### src/rtl/y86_pkg.sv
// Shared definitions for the Y86-64 fetch stage:
// instruction codes, register sentinel, status codes and fetch FSM states.
package y86_pkg;

    localparam logic [3:0] I_HALT   = 4'h0;
    localparam logic [3:0] I_NOP    = 4'h1;
    localparam logic [3:0] I_RRMOVQ = 4'h2;
    localparam logic [3:0] I_IRMOVQ = 4'h3;
    localparam logic [3:0] I_RMMOVQ = 4'h4;
    localparam logic [3:0] I_MRMOVQ = 4'h5;
    localparam logic [3:0] I_OPQ    = 4'h6;
    localparam logic [3:0] I_JXX    = 4'h7;
    localparam logic [3:0] I_CALL   = 4'h8;
    localparam logic [3:0] I_RET    = 4'h9;
    localparam logic [3:0] I_PUSHQ  = 4'hA;
    localparam logic [3:0] I_POPQ   = 4'hB;

    localparam logic [3:0] RNONE = 4'hF;

    typedef enum logic [1:0] {
        AOK = 2'd0,
        HLT = 2'd1,
        ADR = 2'd2,
        INS = 2'd3
    } stat_t;

    typedef enum logic [1:0] {
        S_IDLE,
        S_FETCH,
        S_DONE,
        S_HALTED
    } fstate_t;

endpackage

### src/rtl/y86_ilen_decode.sv
// Combinational instruction-format decoder: length, register byte,
// constant presence/offset and opcode validity from icode/ifun.
// Ports: icode, ifun in; len, need_regs, need_valc, valc_off, instr_valid out.
module y86_ilen_decode
    import y86_pkg::*;
(
    input  logic [3:0] icode,
    input  logic [3:0] ifun,
    output logic [3:0] len,
    output logic       need_regs,
    output logic       need_valc,
    output logic [1:0] valc_off,
    output logic       instr_valid
);

    always_comb begin
        len         = 4'd1;
        need_regs   = 1'b0;
        need_valc   = 1'b0;
        valc_off    = 2'd1;
        instr_valid = 1'b0;
        case (icode)
            I_HALT, I_NOP, I_RET: begin
                instr_valid = (ifun == 4'd0);
            end
            I_RRMOVQ: begin
                len         = 4'd2;
                need_regs   = 1'b1;
                instr_valid = (ifun <= 4'd6);
            end
            I_IRMOVQ, I_RMMOVQ, I_MRMOVQ: begin
                len         = 4'd10;
                need_regs   = 1'b1;
                need_valc   = 1'b1;
                valc_off    = 2'd2;
                instr_valid = (ifun == 4'd0);
            end
            I_OPQ: begin
                len         = 4'd2;
                need_regs   = 1'b1;
                instr_valid = (ifun <= 4'd3);
            end
            I_JXX: begin
                len         = 4'd9;
                need_valc   = 1'b1;
                instr_valid = (ifun <= 4'd6);
            end
            I_CALL: begin
                len         = 4'd9;
                need_valc   = 1'b1;
                instr_valid = (ifun == 4'd0);
            end
            I_PUSHQ, I_POPQ: begin
                len         = 4'd2;
                need_regs   = 1'b1;
                instr_valid = (ifun == 4'd0);
            end
            default: begin
                instr_valid = 1'b0;
            end
        endcase
    end

endmodule

### src/rtl/y86_fetch_unit.sv
// Y86-64 fetch stage: reads an instruction a byte per beat, splits fields,
// computes valP/stat and holds the result under a valid/ready handshake.
// Ports: pc_in/pc_valid/pc_ready from PC update; imem_* byte memory port;
// out_valid/out_ready plus icode, ifun, rA, rB, valC, valP, stat to decode.
module y86_fetch_unit
    import y86_pkg::*;
#(
    parameter int ADDR_W  = 64,
    parameter int MAX_LEN = 10
) (
    input  logic              clk,
    input  logic              reset,
    input  logic [ADDR_W-1:0] pc_in,
    input  logic              pc_valid,
    output logic              pc_ready,
    output logic              imem_req,
    output logic [ADDR_W-1:0] imem_addr,
    input  logic [7:0]        imem_rdata,
    input  logic              imem_valid,
    input  logic              imem_error,
    output logic              out_valid,
    input  logic              out_ready,
    output logic [3:0]        icode,
    output logic [3:0]        ifun,
    output logic [3:0]        rA,
    output logic [3:0]        rB,
    output logic [63:0]       valC,
    output logic [ADDR_W-1:0] valP,
    output logic [1:0]        stat
);

    localparam int CNT_W = $clog2(MAX_LEN + 1);

    fstate_t           state_q, state_d;
    logic [ADDR_W-1:0] pc_q, pc_d;
    logic [CNT_W-1:0]  cnt_q, cnt_d;
    logic [3:0]        icode_q, icode_d;
    logic [3:0]        ifun_q, ifun_d;
    logic [3:0]        ra_q, ra_d;
    logic [3:0]        rb_q, rb_d;
    logic [63:0]       valc_q, valc_d;
    logic [ADDR_W-1:0] valp_q, valp_d;
    stat_t             stat_q, stat_d;

    logic              first;
    logic [3:0]        dec_icode;
    logic [3:0]        dec_ifun;
    logic [3:0]        len;
    logic              need_regs;
    logic              need_valc;
    logic [1:0]        valc_off;
    logic              instr_valid;
    logic [CNT_W-1:0]  cnt_inc;
    logic [2:0]        vbyte;

    // Byte 0 is decoded straight off the bus; later bytes use the
    // captured opcode so a single decoder serves every beat.
    assign first     = (cnt_q == '0);
    assign dec_icode = first ? imem_rdata[7:4] : icode_q;
    assign dec_ifun  = first ? imem_rdata[3:0] : ifun_q;
    assign cnt_inc   = cnt_q + CNT_W'(1);
    assign vbyte     = 3'(cnt_q - CNT_W'(valc_off));

    y86_ilen_decode u_dec (
        .icode       (dec_icode),
        .ifun        (dec_ifun),
        .len         (len),
        .need_regs   (need_regs),
        .need_valc   (need_valc),
        .valc_off    (valc_off),
        .instr_valid (instr_valid)
    );

    always_comb begin
        state_d  = state_q;
        pc_d     = pc_q;
        cnt_d    = cnt_q;
        icode_d  = icode_q;
        ifun_d   = ifun_q;
        ra_d     = ra_q;
        rb_d     = rb_q;
        valc_d   = valc_q;
        valp_d   = valp_q;
        stat_d   = stat_q;
        pc_ready = 1'b0;
        case (state_q)
            S_IDLE: begin
                pc_ready = 1'b1;
            end
            S_FETCH: begin
                if (imem_valid) begin
                    cnt_d = cnt_inc;
                    if (imem_error) begin
                        stat_d  = ADR;
                        valp_d  = pc_q;
                        state_d = S_DONE;
                    end else if (first) begin
                        icode_d = imem_rdata[7:4];
                        ifun_d  = imem_rdata[3:0];
                        if (!instr_valid) begin
                            stat_d  = INS;
                            valp_d  = pc_q + ADDR_W'(1);
                            state_d = S_DONE;
                        end else begin
                            stat_d = (imem_rdata[7:4] == I_HALT) ? HLT : AOK;
                            valp_d = pc_q + ADDR_W'(len);
                            if (cnt_inc == CNT_W'(len)) begin
                                state_d = S_DONE;
                            end
                        end
                    end else begin
                        if (need_regs && cnt_q == CNT_W'(1)) begin
                            ra_d = imem_rdata[7:4];
                            rb_d = imem_rdata[3:0];
                        end
                        if (need_valc && cnt_q >= CNT_W'(valc_off)) begin
                            valc_d[{vbyte, 3'b000} +: 8] = imem_rdata;
                        end
                        if (cnt_inc == CNT_W'(len)) begin
                            state_d = S_DONE;
                        end
                    end
                end
            end
            S_DONE: begin
                pc_ready = out_ready && (stat_q == AOK);
                if (out_ready) begin
                    state_d = (stat_q == AOK) ? S_IDLE : S_HALTED;
                end
            end
            S_HALTED: begin
                pc_ready = 1'b0;
            end
            default: begin
                state_d = S_IDLE;
            end
        endcase

        // New PC taken from IDLE or straight out of DONE on handshake.
        if (pc_ready && pc_valid) begin
            pc_d    = pc_in;
            cnt_d   = '0;
            icode_d = 4'h0;
            ifun_d  = 4'h0;
            ra_d    = RNONE;
            rb_d    = RNONE;
            valc_d  = '0;
            stat_d  = AOK;
            state_d = S_FETCH;
        end
    end

    always_ff @(posedge clk) begin
        if (reset) begin
            state_q <= S_IDLE;
            pc_q    <= '0;
            cnt_q   <= '0;
            icode_q <= 4'h0;
            ifun_q  <= 4'h0;
            ra_q    <= RNONE;
            rb_q    <= RNONE;
            valc_q  <= '0;
            valp_q  <= '0;
            stat_q  <= AOK;
        end else begin
            state_q <= state_d;
            pc_q    <= pc_d;
            cnt_q   <= cnt_d;
            icode_q <= icode_d;
            ifun_q  <= ifun_d;
            ra_q    <= ra_d;
            rb_q    <= rb_d;
            valc_q  <= valc_d;
            valp_q  <= valp_d;
            stat_q  <= stat_d;
        end
    end

    assign imem_req  = (state_q == S_FETCH);
    assign imem_addr = pc_q + ADDR_W'(cnt_q);
    assign out_valid = (state_q == S_DONE);
    assign icode     = icode_q;
    assign ifun      = ifun_q;
    assign rA        = ra_q;
    assign rB        = rb_q;
    assign valC      = valc_q;
    assign valP      = valp_q;
    assign stat      = stat_q;

endmodule

### config.mk
export PLATFORM = sky130hd
export DESIGN_NAME = y86_fetch_unit
export DESIGN_NICKNAME = d
export VERILOG_FILES = /design/src/rtl/y86_pkg.sv /design/src/rtl/y86_ilen_decode.sv /design/src/rtl/y86_fetch_unit.sv
export SDC_FILE = /design/constraint.sdc
export NUM_CORES = 1
export LEC_CHECK = 0
export ABC_AREA = 1
export BUFFER_PORTS_ARGS = -buffer_cell sky130_fd_sc_hd__buf_2
export CORE_ASPECT_RATIO = 0.6
export CORE_MARGIN = 3
export CORE_UTILIZATION = 40
export CTS_CLUSTER_SIZE = 12
export DETAILED_ROUTE_END_ITERATION = 7
export SYNTH_ARGS = -nofsm -noshare
export SYNTH_HDL_FRONTEND = slang
export SYNTH_SLANG_ARGS = --single-unit
### constraint.sdc
create_clock -name clk -period 5.4 [get_ports clk]
set_clock_uncertainty 0.2 [all_clocks]
set_input_delay 0.81 -clock clk [delete_from_list [all_inputs] [get_ports clk]]
set_output_delay 0.81 -clock clk [all_outputs]
set_load 0.03 [all_outputs]
==> results of run 1 <==
repair_timing:
action,in CTS,in global routing
hold buffers,0,0
endpoints found under the setup margin,0,4
resized for setup,0,1
buffers inserted,0,0
layer usage:
layer / share of wire, % / wire, um / track usage, % / vias up
li1: - / - / - / 5655
met1: 52 / 23700 / 47.08 / 5606
met2: 38 / 17490 / 38.60 / 452
met3: 8.9 / 4086 / 7.057 / 43
met4: 1.5 / 690 / 4.903 / 0
met5: 0 / 0 / 0 / -
tightest hold or removal path: stages, from the launching register on:
cell and delay [ps]:
dfxtp_1 310, inv_1 50, a21oi_1 50
worst max-delay path by stage:
stage,start,to,slack [ps]
after floorplan,imem_rdata[5],valC[6],1250
after global placement,cnt_q[0],valC[3],650
after detailed placement,cnt_q[1],valC[3],490
after CTS,cnt_q[0],imem_addr[62],360
after global routing,cnt_q[1],valP[58],70
final,cnt_q[0],imem_addr[62],290
logic make-up after synthesis:
kind of cell    Yosys count  synth area share, %
simple gates            609                24.03
fa+ha+maj                20                2.426
compound gates          362                16.33
xor+xnor                121                9.427
flops                   216                38.46
buf+inv                 264                9.327
power by group through the flow:
| stage | Sequential (uW) | Combinational, uW | Clock (uW) |
|---|---|---|---|
| finish | 1970 | 1480 | 1550 |
| global route | 1990 | 1600 | 1640 |
| CTS | 1960 | 1470 | 1570 |
| detailed placement | 1990 | 1460 | 0 |
| global placement | 1990 | 1450 | 0 |
| floorplan | 2020 | 933 | 0 |
placed cells by master (no fill, tap or decap), types with 3 or more instances in the layout:
cell and instances:
buf_2 290, nor2_1 233, dfxtp_1 216, nand2_1 194, o21ai_0 187, inv_1 177
a21oi_1 159, xor2_1 93, nand3_1 61, nand4_1 42, nor3_1 37, xnor2_1 28
clkbuf_16 23, ha_1 16, nand2_2 15, buf_4 13, nor4_1 10, o21ai_1 5
clkbuf_8 4, nand2_4 3, inv_2 3, nor3_4 3, a31oi_1 3, nand3_4 3
fa_1 3
area by class of cell:
| class | instances | share of cell area, % |
|---|---|---|
| multi-input cells | 1112 | 43.29 |
| flip-flops and latches | 216 | 31.78 |
| repair buffers | 304 | 11.53 |
| inverters | 182 | 5.020 |
| clock buffers | 29 | 4.689 |
| well taps | 360 | 3.310 |
| clock inverters | 4 | 0.3862 |
sequential cells by signal, indices dropped and copies added, names as in the netlist:
signal	flops
cnt_q	4
stat	2
pc_q	64
state_q	2
rA	4
rB	4
valP	64
valC	64
ifun	4
icode	4
metrics by stage:
step           worst slack [ps]  utilization (%)  hold slack [ps]
5_1_grt                   68.17            50.31            263.6
2_1_floorplan              1250                -            273.0
3_5_place_dp              493.1            47.74            234.9
6_report                  285.9            50.31            242.9
3_3_place_gp              654.1            47.74            229.1
4_1_cts                   359.4            50.30            245.1
==> results.md, run 1 <==
- Arrival @ worst endpoint: about 4100 ps
- First-pass GRT wire length: approximately 67 mm
- R2R depth: 19
- Post-DP Area: between 10000 and 15000 um2
- PD cells: about 370 nW/um2
- Family with the most delay on the worst path: simple AND/OR/NAND/NOR gates
- Fill cells: between 2000 and 3000
- Starting density of the core: around 42%
- Crit path capture type: output port
- Layout Nets: 1937
- Crit path buf inv count: 3
- Worst Max-Slew Pin Slew: 1015 ps
- Slew HR: 31.80%
- Peak VDD IR: 0.2497 mV
- Number of global-route vias before repair: 10596
- Clock Tree Buf Depth: 3
- Number of synthesized flops with an enable pin: 0
- Design area: about 14000 um2
- Total Power: 4996 uW
- Via-to-Cell Ratio: 5.327
- Hold Crit Depth: 2
- CP Class: register to output port
- Total gr overflow: 0
- Sequential Power Share: 39.4%
- Unrepaired setup endpoints after global routing: no
- Min-Delay Path Class: register to register
- CTS root buffer: clkbuf_16
- TritonCTS clock tree: built
- Die area: approximately 30000 um2
- I/O pin cnt: 291
- Critical Path Source Type: register
- Worst path depth: 13
- Initial DRT Pass Iterations: 5
- Core region area: 27050 um2
- Routed Antenna Nets: 0
- Gate power share: 29.6%
- P&R area growth vs syn: 21.05%
- CP required: 4390 ps
- DRC viols: 0
- Worst path cell trace: ha_1 -> inv_1 -> fa_1 -> nand3b_1 -> nand2_1 -> inv_1 -> nor2_1 -> nand2_1 -> nor3_1 -> nand4_1 -> nor2_1 -> xor2_1 -> buf_2
- Non-Filler Instances: about 2200
- ANT cells: 0
- Clk slew on worst S/H paths: 70 ps
- Most frequent cell after synthesis: nor2_1
- Register area share after synthesis: roughly 38%
- Worst Hold Launch: valC[28]
- Asr flop ratio synth: 0%
- Final Hold Vio Count: 0
- Largest net degree at the start of global routing: 123
- Initial antenna violation count: 0
- Commonest cells in the netlist: nor2_1 (233), dfxtp_1 (216), nand2_1 (195)
- Worst skew pair latency: 550 ps
- Die height: between 100 and 150 um
- Synth Cell Area: 11240 um2
- Reg2reg setup slack: just under 500 ps
- Int Pwr: 3044 uW
- Hold EP: valC[28]
- Slew Limit Fails: 0
- Register area: roughly 4300 um2
- Sw Pwr: 1952 uW
- Total GRT Usage: slightly below 30%
- Avg Inst Size Synth: 7.062 um2
- Share of cells above drive strength 1: between 10% and 20%
- Placed Instances: approximately 2200
- CTS sink count: 216
- Number of DRC markers in iteration 0: 1056
- Detailed-route wire length per cell: 20.83 um
- Worst R2R End: valC[6]
- DPL Wire Length: 36.46 mm
- Period utilization: between 90 and 100%
- Post-Route Setup TNS: 0 ps
- Clock network power share: 31.0%
- Outcome: complete, no violations
- Synth Instances: around 1600
- Final wirelength: around 46 mm
- Slowest stage delay, CP: 600 ps
- Synth Register Bits: 216
- Die Wd: 222.4 um
- Unique masters post-synth: 40
- H-Tree Depth: 1
- # setup viols final: 0
- Row count: 46
- CTS Buf Count: 23
- Reg-to-Reg Start: cnt_q[0]
- # port buffers: 290
- Area share of the largest cell type after synthesis: 38.46%
- Vias post-DR: 11756
- Maximum clock frequency: 195.5 MHz
- Switching Share: roughly two fifths
- Synth warn: 0
- Net Count, Synth: 1690
- Max_cap viols: 0
- Area leader, netlist: dfxtp_1
- CP max FO: 8
- Synth area leaders: dfxtp_1 (38%), o21ai_0 (8.3%), nor2_1 (7.8%)
- Multi-input logic area: 5891 um2
- RD Place Congestion: ~1.0
- Tmin final: ~5100 ps
- Slowest CP cell: nor3_1
- Static Leak: a little under 0.006 uW
- Post-synth top flop: dfxtp_1
Power figures use the tool's default switching activity.
==> inputs of run 2 (changes only) <==
Settings changed: CORE_UTILIZATION 40 to 54, PLACE_DENSITY from default to 0.81.
==> run 2 against run 1 <==
Non-clock buffer count down 1. Sequential power about the same. First-iteration DRC count rose by 39%. Count of clock-buffer cells in the layout shrank 1. Cell count shrank 4.1%. Sequential cell count unchanged. Worst setup slack improved by 40 ps. Critical path depth unchanged. Sequential share of layout area up 0.51 points. Die area decreased by 25%. Critical path type unchanged.
==> results.md, run 2 (synthesis results as in run 1) <==
- Outcome: complete, no violations
- Non-Filler Instances: 2116 (-4.1%)
- Clk slew on worst S/H paths: 60 ps (about the same)
- H-Tree Depth: 1 (unchanged)
- Hold_buf cts: 0 (unchanged)
- Unrepaired setup endpoints after global routing: no
- CTS Buf Count: 22 (-4.3%)
- P&R area growth vs syn: 19.13%
- Layout Nets: 1935 (-0.10%)
- TritonCTS clock tree: built
- Total gr overflow: 0 (unchanged)
- Peak VDD IR: 0.2857 mV (+14%)
- DRC viols: 0 (unchanged)
- Period utilization: 93.96% (-0.75 points)
- Worst skew pair latency: 520 ps (-30 ps)
- Max_cap viols: 0 (unchanged)
- Worst Max-Slew Pin Slew: 1255 ps (+240.0 ps)
- PD cells: 359.6 nW/um2 (-2.0%)
- First-pass GRT wire length: 64.01 mm (-4.6%)
- Number of DRC markers in iteration 0: 1469 (+39%)
- Maximum clock frequency: 197.1 MHz (+0.80%)
- Initial antenna violation count: 0 (unchanged)
- Final wirelength: 43.33 mm (-5.7%)
- CTS sink count: 216 (unchanged)
- Most frequent cells in the layout: buf_2 (290), nor2_1 (233), dfxtp_1 (216)
- Routed Antenna Nets: 0 (unchanged)
- Total GRT Usage: 36.61% (+7.5 points)
- Min-Delay Path Class: register to register
- I/O pin cnt: 291 (unchanged)
- # resized after CTS: 0 (unchanged)
- DPL Wire Length: 33.91 mm (-7.0%)
- RD Place Congestion: 1.045 (+3.9%)
- # setup viols final: 0 (unchanged)
- Die height: 117.8 um (-13%)
- Clock Tree Buf Depth: 3 (unchanged)
- Crit path capture type: output port
- Vias post-DR: 12173 (+3.5%)
- Final Hold Vio Count: 0 (unchanged)
- Die area: 22640 um2 (-25%)
- Arrival @ worst endpoint: 4060 ps (-40 ps)
- CP Class: register to output port
- Core region area: 20220 um2 (-25%)
- Critical Path Source Type: register
- Slew HR: 16.32% (-15 points)
- Slew Limit Fails: 0 (unchanged)
- CP required: 4390 ps (about the same)
- Die Wd: 192.3 um (-14%)
- Static Leak: 0.005907 uW (-0.95%)
- Number of global-route vias before repair: 10675 (+0.75%)
- CP max FO: 8 (unchanged)
- Tmin final: 5074 ps (-40.37 ps)
- Fill cells: 1833 (-35%)
- Share of cells above drive strength 1: 19.59% (-0.39 points)
- Post-Route Setup TNS: 0 ps (unchanged)
- Commonest non-fill, non-tap cell in the layout: buf_2
- CTS root buffer: clkbuf_16
- Placed Instances: 2086 (-4.0%)
- # port buffers: 290 (unchanged)
- Post-CTS setup buffer count: 0 (unchanged)
- Detailed-route wire length per cell: 20.48 um (-1.7%)
- ANT cells: 0 (unchanged)
- Via-to-Cell Ratio: 5.753 (+8.0%)
- Row count: 40 (-13%)
- Largest net degree at the start of global routing: 97 (-21%)
- Starting density of the core: 55.60% (+14 points)
- Initial DRT Pass Iterations: 6 (+1)
## run 2: per-layer routing
metal  routed length (um)  vias up  global-route usage, %  share of wire (%)
li1                     -     5647                      -                  -
met1                20400     5799                  58.77                 47
met2                16710      680                  47.96                 39
met3                 5546       47                  10.60                 13
met4                  677        0                  6.230                1.6
met5                    0        -                      0                  0
## run 2: final timing paths
path	startpoint	to	slack (ps)	cells after the start
hold reg to reg	valC[11]	valC[11]	240	2
setup / recovery	cnt_q[0]	imem_addr[62]	330	13
setup reg to reg	cnt_q[1]	valC[59]	490	18
hold / removal	valC[11]	valC[11]	240	2
## run 2: power breakdown
part | switching [uW] | total [uW] | internal, uW
Clock | 629 | 1380 | 752
Combinational | 1050 | 1460 | 413
Sequential | 217 | 1970 | 1760
## run 2: critical path, stage by stage, from the launching register on
cell and delay [ps]:
dfxtp_1 470, ha_1 230, inv_1 60, fa_1 390, nand3b_1 170, nand2_1 160
inv_1 100, nor2_1 300, nand2_1 180, nor3_1 610, nand4_1 260, nor2_1 190
xor2_1 190, buf_2 220
## run 2: cell type report
cell class / instances / area [um2] / area share [%]
tap: 273 / 341.6 / 2.550
multi-input combinational: 1112 / 5888 / 43.97
sequential: 216 / 4324 / 32.29
inverter: 182 / 683.2 / 5.101
timing repair buffer: 303 / 1549 / 11.57
clock inverter: 2 / 23.77 / 0.1775
clock buffer: 28 / 583.1 / 4.354
## run 2: through the flow
stage	worst slack [ps]	utilization, %	total power, uW	hold slack, ps	area (um2)
floorplan	1250	-	2955	273.0	11240
global placement	844.8	63.24	3405	230.1	12790
detailed placement	669.0	63.24	3428	236.4	12790
CTS	501.8	66.24	4789	245.6	13390
global route	91.79	66.24	5012	258.0	13390
finish	326.3	66.24	4816	244.9	13390
